===== src/rtl/jpeg_pkg.sv =====
// Shared definitions for the 2-D IDCT transpose stage.
//   BLOCK_DIM  : side of the square block (8)
//   IDX_W      : width of a row/column index within a block
//   SAT_MAX_W  : widest signed input the saturation helper accepts
//   channel_t  : colour component tag carried with each block
//   rd_state_t : read-side FSM states
//   sat()      : clamp a signed value to the range of an out_w-bit signed number
package jpeg_pkg;

  localparam int unsigned BLOCK_DIM = 8;
  localparam int unsigned IDX_W     = $clog2(BLOCK_DIM);
  localparam int unsigned SAT_MAX_W = 64;

  typedef enum logic [1:0] {
    CH_Y  = 2'd0,
    CH_CB = 2'd1,
    CH_CR = 2'd2
  } channel_t;

  typedef enum logic {
    IDLE   = 1'b0,
    STREAM = 1'b1
  } rd_state_t;

  // Result is returned at full width; the caller keeps the low out_w bits.
  function automatic logic signed [SAT_MAX_W-1:0] sat(
    input logic signed [SAT_MAX_W-1:0] v,
    input int unsigned                 out_w
  );
    logic signed [SAT_MAX_W-1:0] hi;
    logic signed [SAT_MAX_W-1:0] lo;
    hi = $signed((SAT_MAX_W'(1) << (out_w - 1)) - SAT_MAX_W'(1));
    lo = ~hi;
    if (v > hi) return hi;
    else if (v < lo) return lo;
    else return v;
  endfunction

endpackage


===== src/rtl/idct_tp_bank.sv =====
// One 8x8 storage bank of the transpose buffer.
//   clk        : clock
//   we_i       : write row_data_i into row row_i
//   row_i      : row index being written
//   row_data_i : row elements, index = column
//   col_i      : column index to read
//   col_data_o : column elements (combinational), index = row
module idct_tp_bank
  import jpeg_pkg::*;
#(
  parameter int unsigned OUT_W = 16
) (
  input  logic                            clk,
  input  logic                            we_i,
  input  logic [IDX_W-1:0]                row_i,
  input  logic [BLOCK_DIM-1:0][OUT_W-1:0] row_data_i,
  input  logic [IDX_W-1:0]                col_i,
  output logic [BLOCK_DIM-1:0][OUT_W-1:0] col_data_o
);

  // mem_q[row][col]; contents are don't-care after reset, so no reset term.
  logic [BLOCK_DIM-1:0][BLOCK_DIM-1:0][OUT_W-1:0] mem_q;

  always_ff @(posedge clk) begin
    if (we_i) mem_q[row_i] <= row_data_i;
  end

  always_comb begin
    col_data_o = '0;
    for (int unsigned r = 0; r < BLOCK_DIM; r++) begin
      col_data_o[r] = mem_q[r][col_i];
    end
  end

endmodule


===== src/rtl/idct_transpose_buffer.sv =====
// Ping-pong transpose buffer between the row and column IDCT passes.
// Rows of a block are saturated and written into one bank while the other
// bank is streamed out column by column.
//   clk, rst    : clock, asynchronous active-high reset
//   valid_in    : row present on idct_in
//   channel_in  : block tag, captured with row 0
//   idct_in     : row elements, index = column (signed IN_W)
//   in_ready    : current write bank is free
//   overflow    : sticky, a row arrived while in_ready was low
//   valid_out   : column present on col_out
//   out_ready   : downstream accepts the column
//   col_out     : column elements, index = row (signed OUT_W)
//   channel_out : tag of the block being emitted
module idct_transpose_buffer
  import jpeg_pkg::*;
#(
  parameter int unsigned IN_W  = 64,
  parameter int unsigned OUT_W = 16,
  parameter int unsigned CH_W  = 2
) (
  input  logic                            clk,
  input  logic                            rst,
  input  logic                            valid_in,
  input  logic [CH_W-1:0]                 channel_in,
  input  logic [BLOCK_DIM-1:0][IN_W-1:0]  idct_in,
  output logic                            in_ready,
  output logic                            overflow,
  output logic                            valid_out,
  input  logic                            out_ready,
  output logic [BLOCK_DIM-1:0][OUT_W-1:0] col_out,
  output logic [CH_W-1:0]                 channel_out
);

  localparam logic [IDX_W-1:0] LAST_IDX = IDX_W'(BLOCK_DIM - 1);

  // ---------------- write side ----------------
  logic [IDX_W-1:0]            wr_row_q, wr_row_d;
  logic                        wr_bank_q, wr_bank_d;
  logic [1:0]                  full_q, full_d;
  logic [1:0][CH_W-1:0]        tag_q, tag_d;
  logic                        overflow_q;
  logic [BLOCK_DIM-1:0][OUT_W-1:0] row_sat;
  logic                        wr_fire, wr_last;

  // ---------------- read side ----------------
  rd_state_t                   state_q, state_d;
  logic [IDX_W-1:0]            rd_col_q, rd_col_d;
  logic                        rd_bank_q, rd_bank_d;
  logic                        valid_q, valid_d;
  logic [BLOCK_DIM-1:0][OUT_W-1:0] col_q;
  logic [CH_W-1:0]             chan_q;
  logic                        load;
  logic                        ld_bank;
  logic [IDX_W-1:0]            ld_col;
  logic                        rd_release;
  logic [BLOCK_DIM-1:0][OUT_W-1:0] bank0_col, bank1_col, ld_data;
  logic [CH_W-1:0]             ld_tag;

  assign in_ready    = ~full_q[wr_bank_q];
  assign overflow    = overflow_q;
  assign valid_out   = valid_q;
  assign col_out     = col_q;
  assign channel_out = chan_q;

  assign wr_fire = valid_in & in_ready;
  assign wr_last = wr_fire & (wr_row_q == LAST_IDX);

  always_comb begin
    row_sat = '0;
    for (int unsigned c = 0; c < BLOCK_DIM; c++) begin
      row_sat[c] = OUT_W'(sat(SAT_MAX_W'($signed(idct_in[c])), OUT_W));
    end
  end

  idct_tp_bank #(.OUT_W(OUT_W)) u_bank0 (
    .clk        (clk),
    .we_i       (wr_fire & ~wr_bank_q),
    .row_i      (wr_row_q),
    .row_data_i (row_sat),
    .col_i      (ld_col),
    .col_data_o (bank0_col)
  );

  idct_tp_bank #(.OUT_W(OUT_W)) u_bank1 (
    .clk        (clk),
    .we_i       (wr_fire & wr_bank_q),
    .row_i      (wr_row_q),
    .row_data_i (row_sat),
    .col_i      (ld_col),
    .col_data_o (bank1_col)
  );

  // Write bookkeeping. A bank can never complete a write and a read on the
  // same edge: writes need full=0, reads need full=1.
  always_comb begin
    wr_row_d  = wr_row_q;
    wr_bank_d = wr_bank_q;
    tag_d     = tag_q;
    full_d    = full_q;
    if (wr_fire) begin
      wr_row_d = wr_last ? '0 : wr_row_q + IDX_W'(1);
      if (wr_row_q == '0) tag_d[wr_bank_q] = channel_in;
      if (wr_last) begin
        full_d[wr_bank_q] = 1'b1;
        wr_bank_d         = ~wr_bank_q;
      end
    end
    if (rd_release) full_d[rd_bank_q] = 1'b0;
  end

  always_ff @(posedge clk or posedge rst) begin
    if (rst) begin
      wr_row_q   <= '0;
      wr_bank_q  <= 1'b0;
      full_q     <= '0;
      tag_q      <= '0;
      overflow_q <= 1'b0;
    end else begin
      wr_row_q   <= wr_row_d;
      wr_bank_q  <= wr_bank_d;
      full_q     <= full_d;
      tag_q      <= tag_d;
      overflow_q <= overflow_q | (valid_in & ~in_ready);
    end
  end

  // Read FSM: state register.
  always_ff @(posedge clk or posedge rst) begin
    if (rst) begin
      state_q   <= IDLE;
      rd_col_q  <= '0;
      rd_bank_q <= 1'b0;
      valid_q   <= 1'b0;
      col_q     <= '0;
      chan_q    <= '0;
    end else begin
      state_q   <= state_d;
      rd_col_q  <= rd_col_d;
      rd_bank_q <= rd_bank_d;
      valid_q   <= valid_d;
      if (load) begin
        col_q  <= ld_data;
        chan_q <= ld_tag;
      end
    end
  end

  // Read FSM: next state. The last column handshake can chain straight into
  // column 0 of the other bank so full-rate streaming has no bubble.
  always_comb begin
    state_d    = state_q;
    rd_col_d   = rd_col_q;
    rd_bank_d  = rd_bank_q;
    valid_d    = valid_q;
    load       = 1'b0;
    ld_bank    = rd_bank_q;
    ld_col     = '0;
    rd_release = 1'b0;
    case (state_q)
      IDLE: begin
        if (full_q[rd_bank_q]) begin
          load     = 1'b1;
          valid_d  = 1'b1;
          rd_col_d = '0;
          state_d  = STREAM;
        end
      end
      STREAM: begin
        if (valid_q && out_ready) begin
          if (rd_col_q != LAST_IDX) begin
            rd_col_d = rd_col_q + IDX_W'(1);
            ld_col   = rd_col_d;
            load     = 1'b1;
          end else begin
            rd_release = 1'b1;
            rd_bank_d  = ~rd_bank_q;
            rd_col_d   = '0;
            if (full_q[~rd_bank_q]) begin
              ld_bank = ~rd_bank_q;
              load    = 1'b1;
            end else begin
              valid_d = 1'b0;
              state_d = IDLE;
            end
          end
        end
      end
      default: state_d = IDLE;
    endcase
  end

  // Read FSM: output selection for the column register.
  always_comb begin
    ld_data = ld_bank ? bank1_col : bank0_col;
    ld_tag  = tag_q[ld_bank];
  end

endmodule


===== config.mk =====
export PLATFORM = sky130hd
export DESIGN_NAME = idct_transpose_buffer
export DESIGN_NICKNAME = d
export VERILOG_FILES = /design/src/rtl/jpeg_pkg.sv /design/src/rtl/idct_tp_bank.sv /design/src/rtl/idct_transpose_buffer.sv
export SDC_FILE = /design/constraint.sdc
export NUM_CORES = 2
export LEC_CHECK = 0
export CAP_MARGIN = 20
export CELL_PAD_IN_SITES_DETAIL_PLACEMENT = 1
export CELL_PAD_IN_SITES_GLOBAL_PLACEMENT = 1
export CORE_ASPECT_RATIO = 0.8
export CORE_MARGIN = 2
export CORE_UTILIZATION = 50
export CTS_BUF_LIST = sky130_fd_sc_hd__clkbuf_4 sky130_fd_sc_hd__clkbuf_8 sky130_fd_sc_hd__clkbuf_16
export DETAILED_ROUTE_END_ITERATION = 7
export DONT_BUFFER_PORTS = 1
export PLACE_DENSITY = 0.85
export SLEW_MARGIN = 20
export SYNTH_ARGS = -nofsm -noshare
export SYNTH_HDL_FRONTEND = slang
export SYNTH_SLANG_ARGS = --single-unit

===== constraint.sdc =====
create_clock -name clk -period 26 [get_ports clk]
set_clock_uncertainty 0.1 [all_clocks]
set_input_delay 2.6 -clock clk [delete_from_list [all_inputs] [get_ports clk]]
set_output_delay 2.6 -clock clk [all_outputs]
set_load 0.01 [all_outputs]

[Word level (Yosys, flattened, before mapping)]
Index checks and enable logic that the tools add are counted.
Word-level totals
  word-level logic and storage cells: 301
  input port bits: 518
  bits in registers: 2195
  output and inout bits: 133
Cells by class
  bitwise gates (word level): 14
  order comparisons: 25
  $add $sub $neg: 2
  equality and inequality tests: 6
  mux-type cells: 97
  reductions and logical operators: 10
Operators with widths (count)
  $bwmux W1024: 2
  $bmux W16 S3: 16
  $gt A64 B16 Y1 const B: 8
  $lt A64 B16 Y1 const B: 8
  $mux W16: 32
  $demux W128 S3: 1
  $mux W128: 2
  $mux W1: 24
  $mux W3: 6
  $mux W2: 6
  $lt A1 B2 Y1 const B: 4
  $lt A3 B4 Y1 const B: 2
  $add A3 B1 Y3 const B: 2
  $ne A2 B2 Y1 const B: 3
  $pmux W1 S2: 3
  $pmux W3 S2: 1
  $reduce_and A2 Y1: 3
  $and A1 B1 Y1: 5
  $not A1 Y1: 5
  $bwmux W4: 1
  $logic_and A1 B1 Y1: 4
  $reduce_and A4 Y1: 1
  $eq A3 B3 Y1 const B: 1
  $ge A3 B1 Y1 const B: 1
  other kinds (11): 13

[Depth between registers and ports, before layout]
  depth after elaboration: 9
  depth in mapped cells: 12
  mapped depth without buffers: 8

[Cells and area by module]
A second synthesis with hierarchy kept.
Unflattened totals
  cell total of the unflattened synthesis: 4376
  area, all modules: 88914.0 µm²
By module, submodules not included
  idct_tp_bank: area each 39032.4 µm², cells an instance 1492, sequential area each 30749.5 µm², times used 2
  idct_transpose_buffer: area each 10849.2 µm², cells an instance 1392, sequential area each 3678.5 µm², times used 1

[Worst setup path after synthesis]
OpenSTA, ideal clock, no wires.
  path type: input to register
  start point: in valid_in
  end point: reg u_bank0.mem_q[0] (netlist bit) (enable)
  cell stages on the path: 4
  setup slack: 13.639 ns
  data arrival time: 11.489 ns
  path buffers: 0
  library setup time: 0.772 ns
  required time: 25.128 ns
  cell sequence: inv_1 -> nor2_1 -> nand2_1 -> nor3_1
Between the ends
  longest elaborated chain between the ends: 2
RTL lines
  start: declaration: line idct_transpose_buffer.sv:23  | input logic valid_in,
  $and A1 B1 Y1: line idct_transpose_buffer.sv:65  | assign wr_fire = valid_in & in_ready;
  $and A1 B1 Y1: line idct_transpose_buffer.sv:77  | .we_i (wr_fire & ~wr_bank_q),
  end signal: indexed assignment: line idct_tp_bank.sv:25  | if (we_i) mem_q[row_i] <= row_data_i;
  end: declaration: line idct_tp_bank.sv:22  | logic [BLOCK_DIM-1:0][BLOCK_DIM-1:0][OUT_W-1:0] mem_q;
No other way between the ends.
A chain may end at the register's enable or synchronous reset.

[Worst setup path after layout]
  start point: in out_ready
  end point: reg col_q, in the netlist col_out[102]
Between the ends
  longest elaborated chain between the ends: 6
  elaborated cells between the ends (all ways): 12
  those cells by class: 11 x mux; 1 x reduce/logical
RTL lines
  start: declaration: line idct_transpose_buffer.sv:29  | input logic out_ready,
  $logic_and A1 B1 Y1 *: line idct_transpose_buffer.sv:169  | if (valid_q && out_ready) begin
  $mux W3: line idct_transpose_buffer.sv:169
  $mux W3: line idct_transpose_buffer.sv:159  | case (state_q)
  $bmux W16 S3: line idct_tp_bank.sv:31  | col_data_o[r] = mem_q[r][col_i];
  $mux W16 (implied by the code): line idct_tp_bank.sv:31
  $mux W128: line idct_transpose_buffer.sv:194  | ld_data = ld_bank ? bank1_col : bank0_col;
  end signal: assignment: line idct_transpose_buffer.sv:142  | col_q <= ld_data;
  end: declaration: line idct_transpose_buffer.sv:50  | logic [BLOCK_DIM-1:0][OUT_W-1:0] col_q;
Mark *: on every way between the ends. The rest lies on a longest branch, timed or not. The select of a mux whose other input is x is not followed.

==> results.yml <==
setup_path:
  startpoint_type: "input pin"
  crit_fanout: 92
  cp.required_ns: 26.54
  worst_setup_path_end_kind: "flip-flop"
  crit_type: "in -> reg"
  cp.arrival_ns: 7.00
global_routing:
  track_usage_pct: 38.26
  grt_first_pass_wirelength_microns: 472500
  overflow: 0
  grt_antenna_before_repair: 45
  grt_max_degree: 162
  grt_pass1_vias: 61056
timing:
  setup_tns_ns: 0
  max_slew.worst_pin.slew_ns: 1.301
  fin_crit_ns: 6.469
  holdWs_ns: 0.4152
  clock.fmax_mhz: 154.6
  maxSlewViolCount: 0
  finalCritPeriodShare_pct: 24.88
  setup_viol: 0
  slew_headroom_pct: 12.97
  rsz0062_at_grt: "no"
  hold_viol: 0
cts:
  clkLatencyLatePin_ns: 0.86
  cts_root_buffer: "clkbuf_16"
  cts_buffer_depth: 3
  cts_tree: "built"
  clk_pin_slew_ns: 0.07
  cts_num_sinks: 2195
  cts-buffers-inserted: 199
  htreeDepth: 4
  postCtsHoldBufs: 0
  cts_resized: 0
  post_cts_buffers: 0
pwr:
  leakage_nw: 31.41
  power_mw: 11.43
  peakVddDrop_v: 0.0001908
  powerDensity_nw_per_um2: 117.4
floorplanning:
  io_pins: 651
  die-area_sq_um: 176800
  die_h_microns: 376.4
  rows: 136
  initial_core_util_pct: 50.40
  core_area_sq_um: 172000
  die_x_microns: 469.6
placement:
  dp.cells: 7619
  portBuffers: 0
  gp_congestion: 0.9523
  hpwl_microns: 192400
cells_and_area:
  area_growth_syn_to_layout_pct: 12.25
  final_util_pct: 56.57
  drive_gt1_share_pct: 16.22
  nets: 6074
  layout_common_cells: "edfxtp_1 (2048), nand2_1 (695), clkbuf_16 (201)"
  final_cells: 8034
  mostFrequentLayoutCell: "edfxtp_1"
synthesis:
  ys_ff_latch: 2195
  synth_ff_type: "edfxtp_1"
  yosysTopAreaCellShare_pct: 70.93
  async_reset_ff_share_pct: 6.697
  syn-num-nets: 6085
  synth_area_leaders: "edfxtp_1 (71%), dfrtp_1 (4.2%), mux4_2 (3.2%)"
  ys_seq_area_share_pct: 75.18
  synth-edff-count: 2048
  netlist.top_cell.by_area: "edfxtp_1"
  synth_warnings: 0
  syn_area_per_cell_sq_um: 15.59
  synth.cell_area_sq_um: 86700
  syn_inst: 5562
  ys_types: 53
routing:
  drt_first_pass_iters: 6
  drt-wirelength-per-cell_microns: 42.91
  initialDrtViolationCount: 10176
  drc: 0
  routed-via-count: 59325
  wl_microns: 344800
  vias_per_cell: 7.384
  ant_nets: 0
flow_run:
  cap_violations: 0
hold_path:
  hold_path_class: "reg -> reg"
run_status:
  status: "complete, no violations"
[critical path, cell delays in order]
cell     delay (ns)
and3_1         0.34
nand2_8        0.60
buf_4          0.72
buf_4          0.73
buf_4          0.81
mux4_2         0.60
a21oi_1        0.25
o21ai_1        0.17
[flip-flops by register name, indices dropped and copies added (netlist names)]
name	count
rd_bank_q	1
overflow	1
u_bank1.mem_q	1024
wr_row_q	3
u_bank0.mem_q	1024
channel_out	2
tag_q	4
rd_col_q	3
valid_out	1
col_out	128
state_q	1
full_q	2
wr_bank_q	1
[routing by layer]
layer | part of all wire (%) | GRT usage, % | vias to the layer above
li1 | - | - | 22090
met1 | 33 | 46.32 | 30101
met5 | 0.023 | 0 | -
met4 | 7.8 | 26.88 | 12
met2 | 45 | 57.46 | 5799
met3 | 15 | 13.61 | 1323
[path summary, 6_finish.rpt]
check / from / to / slack, ns / cells past startpoint
min: tag_q[3]$_DFFE_PP0P_ / tag_q[3]$_DFFE_PP0P_ / 0.42 / 1
min reg2reg: tag_q[3]$_DFFE_PP0P_ / tag_q[3]$_DFFE_PP0P_ / 0.42 / 1
min in group asynchronous: rst / col_out[33]$_DFFE_PP0P_ / 1.64 / 1
max reg2reg: rd_col_q[0]$_DFFE_PP0P_ / col_out[102]$_DFFE_PP0P_ / 19.99 / 10
max: out_ready / col_out[102]$_DFFE_PP0P_ / 19.53 / 8
max in group asynchronous: rst / col_out[22]$_DFFE_PP0P_ / 22.51 / 2
[cells in the mapped netlist, types with 9 or more instances]
cell type  number
dfrtp_1       147
a21oi_1       130
and3_1        125
and4_1          9
nor2_1         37
clkbuf_1      224
edfxtp_1     2048
nand2_1       696
a21o_1          9
a31oi_1       132
buf_4           9
o21ai_1       119
nand3_1        32
inv_1         132
nor4_1         99
nor3_1        136
mux2i_1       128
o22ai_1       127
buf_2         114
a32oi_1       120
mux4_2        123
o21ai_0       255
or4_1          16
nand4_1       114
a211oi_1      128
mux2_2        130
buf_1          16
buf_6          22
o32ai_1       119
[metrics by stage]
stage / setup WS [ns] / area, sq um
detailed placement: 18.86 / 90050
finish: 19.53 / 97320
global route: 19.39 / 97260
global placement: 19.04 / 90050
CTS: 19.65 / 96990
floorplan: 13.64 / 86700
[area by class of cell]
type | instances | area, sq um
tap | 2277 | 2849
antenna | 30 | 75.07
inverter | 132 | 503.0
timing repair buffer | 173 | 1625
clock buffer | 271 | 5718
fill | 15561 | 74710
multi-input combinational | 2850 | 20150
clock inverter | 106 | 1222
sequential | 2195 | 65180
[report_power, final]
part / switching [mW] / internal, mW
clock: 1.41 / 1.77
sequential: 0.393 / 4.15
combinational: 2.56 / 1.14
[logic make-up (layout without fill, tap and decap cells)]
kind of cell,Yosys count,in the layout,synth area share (%)
simple gates,1281,1281,6.942
mux,381,381,6.361
xor+xnor,1,1,0.01010
other cells,0,30,0
fa+ha+maj,5,5,0.07216
compound gates,1182,1182,8.805
flops,2195,2195,75.18
buf+inv,517,682,2.632
No activity file was read; power rests on OpenSTA's default activity.
